`src/rtl/scroll_pkg.sv`:
```
// scroll_pkg
// Shared definitions for the frame-synchronous scroll controller:
//   - state_t       : FSM state encoding (IDLE, RUN, PAUSE, HOME)
//   - OFFSET_W      : width of the vertical row offset
//   - speed_period  : maps the 2-bit speed code to a step period in frames
package scroll_pkg;

  localparam int OFFSET_W = 9;

  typedef enum logic [1:0] {
    IDLE  = 2'd0,
    RUN   = 2'd1,
    PAUSE = 2'd2,
    HOME  = 2'd3
  } state_t;

  // Speed code 0..3 selects a step every 1, 2, 4 or 8 frames.
  function automatic logic [3:0] speed_period(input logic [1:0] speed);
    return 4'd1 << speed;
  endfunction

endpackage

```
`src/rtl/frame_tick_div.sv`:
```
// frame_tick_div
// Divides frame_start pulses down to scroll step ticks.
// Ports:
//   clk         : system clock
//   rst         : asynchronous active-high reset
//   clear       : holds the frame counter at zero and suppresses the tick
//   frame_start : one-cycle pulse per video frame
//   speed       : step period select (1, 2, 4, 8 frames), sampled per frame
//   step_tick   : combinational, high on the frame_start cycle that steps
module frame_tick_div
  import scroll_pkg::*;
(
  input  logic       clk,
  input  logic       rst,
  input  logic       clear,
  input  logic       frame_start,
  input  logic [1:0] speed,
  output logic       step_tick
);

  logic [2:0] fcnt_q;
  logic [2:0] fcnt_d;
  logic       at_period;

  // The compare is >= rather than == so that lowering the speed while the
  // counter is already past the new period steps on the very next frame.
  always_comb begin
    at_period = ({1'b0, fcnt_q} >= (speed_period(speed) - 4'd1));
    step_tick = 1'b0;
    fcnt_d    = fcnt_q;
    if (clear) begin
      fcnt_d = 3'd0;
    end else if (frame_start) begin
      if (at_period) begin
        step_tick = 1'b1;
        fcnt_d    = 3'd0;
      end else begin
        fcnt_d = fcnt_q + 3'd1;
      end
    end
  end

  always_ff @(posedge clk or posedge rst) begin
    if (rst) begin
      fcnt_q <= 3'd0;
    end else begin
      fcnt_q <= fcnt_d;
    end
  end

endmodule

```
`src/rtl/scroll_ctrl.sv`:
```
// scroll_ctrl
// Frame-synchronous vertical scroll controller for the BRAM picture path.
// Offset changes only on frame_start cycles, so the picture never tears.
// Parameters:
//   IMG_H : picture height in rows (2..511)
//   STEP  : rows moved per step (1..IMG_H-1)
// Ports:
//   clk, rst    : system clock, asynchronous active-high reset
//   btn_pulse   : toggles run/pause (ignored in HOME)
//   dir_pulse   : toggles scroll direction in any state
//   home_pulse  : returns offset to 0 at the next frame and stops scrolling
//   frame_start : one-cycle pulse at start of vertical blanking
//   speed       : step period select (1, 2, 4, 8 frames)
//   v_offset    : current row offset, 0..IMG_H-1
//   running     : high while in RUN
//   dir         : 0 = offset increments, 1 = offset decrements
//   state       : current FSM state
module scroll_ctrl
  import scroll_pkg::*;
#(
  parameter int IMG_H = 240,
  parameter int STEP  = 1
) (
  input  logic                clk,
  input  logic                rst,
  input  logic                btn_pulse,
  input  logic                dir_pulse,
  input  logic                home_pulse,
  input  logic                frame_start,
  input  logic [1:0]          speed,
  output logic [OFFSET_W-1:0] v_offset,
  output logic                running,
  output logic                dir,
  output logic [1:0]          state
);

  localparam logic [OFFSET_W:0] STEP_W  = (OFFSET_W+1)'(STEP);
  localparam logic [OFFSET_W:0] IMG_H_W = (OFFSET_W+1)'(IMG_H);

  state_t              state_q, state_d;
  logic [OFFSET_W-1:0] v_offset_q, v_offset_d;
  logic                dir_q, dir_d;
  logic                running_q, running_d;
  logic                div_clear;
  logic                step_tick;
  logic [OFFSET_W:0]   off_ext;
  logic [OFFSET_W:0]   off_up;
  logic [OFFSET_W:0]   off_dn;
  logic [OFFSET_W-1:0] off_next;

  // The divider only counts while RUN continues undisturbed; holding it clear
  // elsewhere also gives the required reset of fcnt on every entry to RUN,
  // and a coincident button or home pulse suppresses the step.
  assign div_clear = (state_q != RUN) | btn_pulse | home_pulse;

  frame_tick_div u_div (
    .clk         (clk),
    .rst         (rst),
    .clear       (div_clear),
    .frame_start (frame_start),
    .speed       (speed),
    .step_tick   (step_tick)
  );

  // Modular step with one extra bit so the sum never loses its carry.
  always_comb begin
    off_ext = {1'b0, v_offset_q};
    off_up  = off_ext + STEP_W;
    if (off_up >= IMG_H_W) begin
      off_up = off_up - IMG_H_W;
    end
    if (off_ext >= STEP_W) begin
      off_dn = off_ext - STEP_W;
    end else begin
      off_dn = off_ext + IMG_H_W - STEP_W;
    end
    off_next = dir_q ? off_dn[OFFSET_W-1:0] : off_up[OFFSET_W-1:0];
  end

  // Next-state logic; the step uses the pre-toggle direction held in dir_q.
  always_comb begin
    state_d    = state_q;
    v_offset_d = v_offset_q;
    dir_d      = dir_q ^ dir_pulse;
    unique case (state_q)
      IDLE: begin
        if (btn_pulse) state_d = RUN;
      end
      RUN: begin
        if (btn_pulse) begin
          state_d = PAUSE;
        end else if (step_tick) begin
          v_offset_d = off_next;
        end
      end
      PAUSE: begin
        if (btn_pulse) state_d = RUN;
      end
      HOME: begin
        if (frame_start) begin
          state_d    = IDLE;
          v_offset_d = '0;
        end
      end
      default: state_d = IDLE;
    endcase
    if (home_pulse) begin
      state_d    = HOME;
      v_offset_d = v_offset_q;
    end
    running_d = (state_d == RUN);
  end

  always_ff @(posedge clk or posedge rst) begin
    if (rst) begin
      state_q    <= IDLE;
      v_offset_q <= '0;
      dir_q      <= 1'b0;
      running_q  <= 1'b0;
    end else begin
      state_q    <= state_d;
      v_offset_q <= v_offset_d;
      dir_q      <= dir_d;
      running_q  <= running_d;
    end
  end

  assign v_offset = v_offset_q;
  assign running  = running_q;
  assign dir      = dir_q;
  assign state    = state_q;

endmodule

```
`config.mk`:
```
export PLATFORM = sky130hd
export DESIGN_NAME = scroll_ctrl
export DESIGN_NICKNAME = d
export VERILOG_FILES = /design/src/rtl/scroll_pkg.sv /design/src/rtl/frame_tick_div.sv /design/src/rtl/scroll_ctrl.sv
export SDC_FILE = /design/constraint.sdc
export NUM_CORES = 1
export LEC_CHECK = 0
export CAP_MARGIN = 20
export CELL_PAD_IN_SITES_DETAIL_PLACEMENT = 1
export CELL_PAD_IN_SITES_GLOBAL_PLACEMENT = 1
export CORE_MARGIN = 10
export CORE_UTILIZATION = 41
export DETAILED_ROUTE_END_ITERATION = 10
export PLACE_DENSITY = 0.84
export SYNTH_ARGS = -nofsm -noshare
export SYNTH_HDL_FRONTEND = slang
export SYNTH_HIERARCHICAL = 1
export SYNTH_SLANG_ARGS = --single-unit
```
`constraint.sdc`:
```
create_clock -name clk -period 2.8 [get_ports clk]
set_input_delay 0.28 -clock clk [delete_from_list [all_inputs] [get_ports clk]]
set_output_delay 0.28 -clock clk [all_outputs]
set_load 0.05 [all_outputs]
```
; ---- Yosys cells after proc, flatten, opt, wreduce, memory -nomap -nowiden
; Cells that the tools add are included.
[word_totals]
regBits = 16
output_inout_bits = 13
[op_classes]
n_shift = 1
bitwise = 4
n_reduce_logical = 5
addsub = 7
magnitude_cmp = 3
eq_ne = 8
mux = 18
[ops]
columns = op, count
row1 = 9-bit 2-to-1 mux, 6
row2 = 9-bit one-hot mux with 2 select lines, 1
row3 = 9-bit by 1-bit subtractor with 9-bit output (second input constant), 2
row4 = 9-bit by 1-bit adder with 10-bit output (second input constant), 1
row5 = 10-bit by 8-bit >= comparator with 1-bit output (second input constant), 1
row6 = 9-bit by 8-bit adder with 9-bit output (second input constant), 1
row7 = 9-bit by 1-bit >= comparator with 1-bit output (second input constant), 1
row8 = 3-bit 2-to-1 mux, 3
row9 = 9-bit by 8-bit subtractor with 9-bit output (second input constant), 1
row10 = 2-bit 2-to-1 mux, 4
row11 = 2-bit inequality test (second input constant), 3
row12 = 2-bit one-hot mux with 3 select lines, 1
row13 = 5-bit AND reduction, 1
row14 = 2-bit by 1-bit equality test with 1-bit output (second input constant), 2
row15 = 2-bit equality test (second input constant), 2
row16 = 3-bit by 4-bit >= comparator with 1-bit output, 1
row17 = 2-bit nonzero test, 2
row18 = 1-bit by 2-bit left shift with 4-bit output (first input constant), 1
row19 = 4-bit by 1-bit subtractor with 4-bit output (second input constant), 1
row20 = 3-bit by 1-bit adder with 3-bit output (second input constant), 1
row21 = 1-bit 2-to-1 mux, 3
row22 = 2-bit logical NOT, 1
row23 = 2-bit by 1-bit inequality test with 1-bit output (second input constant), 1
row24 = 1-bit bitwise OR, 2
row25 = 3 further kinds, 3

; ---- Depth between registers and ports, before layout
[logic_depth]
ltp_word = 9
mapped_depth = 11

; ---- Modules after synthesis
; Netlist, hierarchy kept.
[by_module_without_submodules]
columns = mod, seq_area_each_um2, n_inst, cells_each, area_per_inst_um2
row1 = scroll_ctrl, 325.3, 1, 181, 1363.8
row2 = frame_tick_div, 75.1, 1, 28, 281.5

; ---- Worst setup path after synthesis
; OpenSTA, ideal clock, no wires.
[synth_timing]
path_type = flip-flop to flip-flop
start = reg v_offset_q[0] (netlist: v_offset[0])
end = reg v_offset_q[4] (netlist: v_offset[4])
n_path_buf = 1
synth_period_minus_slack_ns = 2.670
required_ns = 2.731
path_slack_ns = 0.130
arrival_time_ns = 2.601
setup_time_ns = 0.069
stages_incl_launch_ff = 11
cell_sequence = dfrtp_1 ha_1 and3_1 clkbuf_1 xnor2_1 ha_1 inv_1 nor3_1 o32ai_1 or4_1 nand3_1
[synth_via]
elab_chain_len = 7
word_cells_on_any_way = 13
classes_between = add/sub: 5 / order compare: 2 / mux: 6
[synth_rtl]
columns = item, line_no
row1 = "start, declared", scroll_ctrl.sv:41  ; logic [OFFSET_W-1:0] v_offset_q, v_offset_d;
row2 = "start signal, assigned", scroll_ctrl.sv:122  ; v_offset_q <= v_offset_d;
row3 = 9-bit by 1-bit adder with 10-bit output / 9-bit by 8-bit adder with 9-bit output (equally long branches), "scroll_ctrl.sv:68, scroll_ctrl.sv:75"
row4 = "9-bit by 8-bit subtractor with 9-bit output, or another cell as far along", scroll_ctrl.sv:70  ; off_up = off_up - IMG_H_W;
row5 = 9-bit 2-to-1 mux (on tied branches), "scroll_ctrl.sv:69, scroll_ctrl.sv:72"
row6 = 9-bit 2-to-1 mux (*), scroll_ctrl.sv:77  ; off_next = dir_q ? off_dn[OFFSET_W-1:0] : off_up[OFFSET_W-1:0];
row7 = 9-bit 2-to-1 mux (*), scroll_ctrl.sv:92  ; end else if (step_tick) begin
row8 = 9-bit 2-to-1 mux (*), scroll_ctrl.sv:90  ; if (btn_pulse) begin
row9 = 9-bit one-hot mux with 2 select lines (*), scroll_ctrl.sv:85  ; unique case (state_q)
; Mark *: on every way between the ends. The rest lies on a longest branch, timed or not. The select of a mux whose other input is x is not followed.
; A chain may end at the register's enable or synchronous reset.

; ---- Final worst setup path
[layout_timing]
start = in speed[0]
end = reg v_offset_q[4] (netlist: v_offset[4])
[layout_via]
elab_chain_len = 8
[layout_rtl]
columns = item, line_no
row1 = "start, declared", scroll_ctrl.sv:30  ; input logic [1:0] speed,
row2 = 1-bit by 2-bit left shift with 4-bit output, scroll_pkg.sv:19  ; return 4'd1 << speed;
row3 = 4-bit by 1-bit subtractor with 4-bit output, frame_tick_div.sv:28  ; at_period = ({1'b0, fcnt_q} >= (speed_period(speed) - 4'd1));
row4 = 3-bit by 4-bit >= comparator with 1-bit output, frame_tick_div.sv:28
row5 = 1-bit 2-to-1 mux, frame_tick_div.sv:34  ; if (at_period) begin
row6 = 1-bit 2-to-1 mux, frame_tick_div.sv:33  ; end else if (frame_start) begin
row7 = 1-bit 2-to-1 mux, frame_tick_div.sv:31  ; if (clear) begin
row8 = via step_tick, scroll_ctrl.sv:45  ; logic step_tick;
row9 = 2-bit inequality test (no line), -
row10 = 5-bit AND reduction (no line), -
; The timed path passes the listed nets, and every way through them passes these cells.

==> run_results.csv <==
group,metric,value,unit
run_status,status,"complete, but fails checks",
run_status,violations,"negative setup slack",
timing,finClkSkew,0.00526,ns
clocking,clock_latency,0.26,ns
timing,tightest_slew,0.675,ns
timing,final.min_clock_period,2.82,ns
cells_and_area,finalNonFillerCells,284,
floorplan,coreArea,3770,um^2
clocking,ctsHoldBuffers,0,
clocking,cts_max_path_buffers,2,
floorplan,die_x,83.4,um
drt,drc_errors,0,
placement,place_ws,-0.207,ns
logic_synthesis,yosysTopAreaCell,"dfrtp_1",
cells_and_area,final_nets,253,
global_routing,grt_max_degree,20,
logic_synthesis,synth_area_leaders,"dfrtp_1 24%, ha_1 6.1%, o21ai_0 4.0%",
critical_path,crit_path_start,"speed[0]",
floorplan,die_y,83.4,um
timing,fmax,355,MHz
job,drv_cap,0,
min_path,hp-class,"in2async",
logic_synthesis,synth_fp_nets,225,
logic_synthesis,asyncSetResetFlopFracSynth,100,%
global_routing,globalRouteTotalUtil,15.7,%
critical_path,rrSetupSlack,0.18,ns
logic_synthesis,synth_cell_types,54,
placement,gp_congestion,0.900,
drt,drt_iter0_markers,182,
logic_synthesis,synth.avg_cell_area,7.87,um^2
critical_path,crit_required,3.00,ns
critical_path,r2r-end,"v_offset[4]$_DFFE_PP0P_",
power,power,0.720,mW
drt,vias,1814,
clocking,cts-root-buf,"clkbuf_8",
logic_synthesis,ys_ff_latch,16,
critical_path,cp-start-kind,"input port",
cells_and_area,nFillCells,473,
cells_and_area,fin_util,54.1,%
logic_synthesis,ys_seq_area_share,24.3,%
power,cellPowerDensity,352,nW/um^2
clocking,tritoncts,"yes",
logic_synthesis,synth_most_common_cell,"dfrtp_1",
cells_and_area,diodes,0,
logic_synthesis,syn_inst,209,
timing,rsz0062_at_grt,"yes",
global_routing,grt_pass1_wl,9340,um
clocking,clk_pin_slew,0.07,ns
timing,hold_viol,0,
logic_synthesis,synthTopCellsByCount,"16 x dfrtp_1, 14 x nand2_1, 13 x nor2_1, 13 x o21ai_0, 12 x inv_1",
timing,max_slew_margin,54.8,%
timing,period_share,101,%
logic_synthesis,netlist_area,1650,um^2
logic_synthesis,synth-edff-count,0,
logic_synthesis,yosys_warnings,6,
drt,routedWlPerCell,20.8,um
critical_path,crit_path_end_kind,"flip-flop",
clocking,cts_sinks,16,
critical_path,criticalPathCategory,"in2reg",
placement,portBuffers,20,
floorplan,num_rows,22,
drt,ant_nets,0,
power,vdd_drop_max,0.521,mV
cells_and_area,final_layout_size_suffix_gt1_share,17.8,%
clocking,cts_made_buffers,3,
critical_path,r2r-start,"v_offset[0]$_DFFE_PP0P_",
critical_path,arrival,3.02,ns
timing,setup_viol,1,
floorplan,die-area,6950,um^2
cells_and_area,syn_to_final_growth,24.1,%
clocking,htreeDepth,1,
timing,layout_setup_ws,-0.0207,ns
drt,routed_wl,5910,um
placement,dp_cells,278,
timing,report.final.slew_viol_count,0,
critical_path,cp_max_fo,6,
global_routing,antenna_found_initial,0,
global_routing,first_global_vias,1839,
drt,vias_per_cell,6.39,
logic_synthesis,yosys.area.top_type_share,24.3,%
placement,place_hpwl,4200,um
global_routing,overflow,0,
drt,first_pass_iters,4,
floorplan,start_util,43.6,%
critical_path,reg2reg_depth,9,
power,p_leak,0.868,nW
logic_synthesis,synth-main-ff-cell,"dfrtp_1",
floorplan,ios,21,
[how the worst max path moves through the flow]
stage	to	slack (ns)
floorplan	v_offset[4]$_DFFE_PP0P_	0.13
global placement	v_offset[4]$_DFFE_PP0P_	-0.02
detailed placement	v_offset[5]$_DFFE_PP0P_	-0.21
CTS	v_offset[6]$_DFFE_PP0P_	0.02
global route	v_offset[4]$_DFFE_PP0P_	-0.14
finish	v_offset[4]$_DFFE_PP0P_	-0.02
[layer usage]
layer	wire length, um	share of wire (%)	vias to the layer above	GRT usage (%)
met5	0	0	-	0
met4	141	2.4	0	5.23
met3	434	7.3	17	4.30
met2	2830	48	88	24.2
met1	2500	42	877	20.3
li1	-	-	832	-
[area by class of cell]
| class | count | area, um^2 | area share, % |
|---|---|---|---|
| multi-input cells | 164 | 1130 | 55.4 |
| clock buffers | 4 | 55.1 | 2.70 |
| repair buffers | 40 | 350 | 17.2 |
| well taps | 48 | 60.1 | 2.94 |
| inverters | 12 | 45.0 | 2.21 |
| flip-flops and latches | 16 | 400 | 19.6 |
[where the power goes]
group	total [mW]	internal (mW)	switching (mW)
clock	0.209	0.125	0.0842
sequential	0.286	0.243	0.0431
combinational	0.225	0.0841	0.141
total	0.720	0.452	0.268
[metrics by stage]
step           hold WS, ns  TNS [ns]  cell area [um^2]
2_1_floorplan       0.0336         0              1650
3_3_place_gp         0.493   -0.0573              1950
3_5_place_dp         0.504    -0.891              1950
4_1_cts              0.235         0              2010
5_1_grt              0.271    -0.222              2040
6_report             0.231   -0.0207              2040
[logic make-up (layout without fill, tap and decap cells)]
logic type	count (synthesis)	in the layout	share of synthesized area, %
xor+xnor	5	5	2.66
simple gates	83	83	28.8
flops	16	16	24.3
compound gates	63	63	26.6
buf+inv	29	56	8.44
mux	5	5	3.04
fa+ha+maj	8	8	6.08
[flip-flops by register name, summed over array words and instances, names as in the netlist]
signal        count
v_offset          9
u_div/fcnt_q      3
state             2
dir               1
running           1
[cell usage in the layout, fill, tap and decap left out, types with 5 or more instances in the layout]
| master | synthesis | routed |
|---|---|---|
| dfrtp_1 | 16 | 16 |
| o21ai_0 | 13 | 12 |
| mux2i_1 | 5 | 5 |
| inv_1 | 12 | 12 |
| clkdlybuf4s50_1 | 0 | 20 |
| a21oi_1 | 11 | 11 |
| nand3_1 | 10 | 10 |
| ha_1 | 8 | 8 |
| nand2_1 | 14 | 13 |
| buf_4 | 2 | 20 |
| o2111ai_1 | 5 | 5 |
| nor3_1 | 7 | 7 |
| and3_1 | 5 | 5 |
| nor2_1 | 13 | 12 |
[worst max-delay path, stage by stage]
cell and delay, ns:
clkdlybuf4s50_1 0.42, or2_2 0.31, ha_1 0.20, nor2b_2 0.17, o21ai_2 0.18, and3b_2 0.22
nor3b_4 0.25, buf_4 0.16, nand3_1 0.20, a221oi_1 0.43, nor2_1 0.12, nand3_1 0.08
[what timing repair did]
item / in CTS / in global routing
pin swaps: 0 / 1
resized for setup: 1 / 6
endpoints found under the hold margin: 0 / 0
endpoints found under the setup margin: 3 / 5
setup buffers: 0 / 2
(Power assumes the default switching activity.)
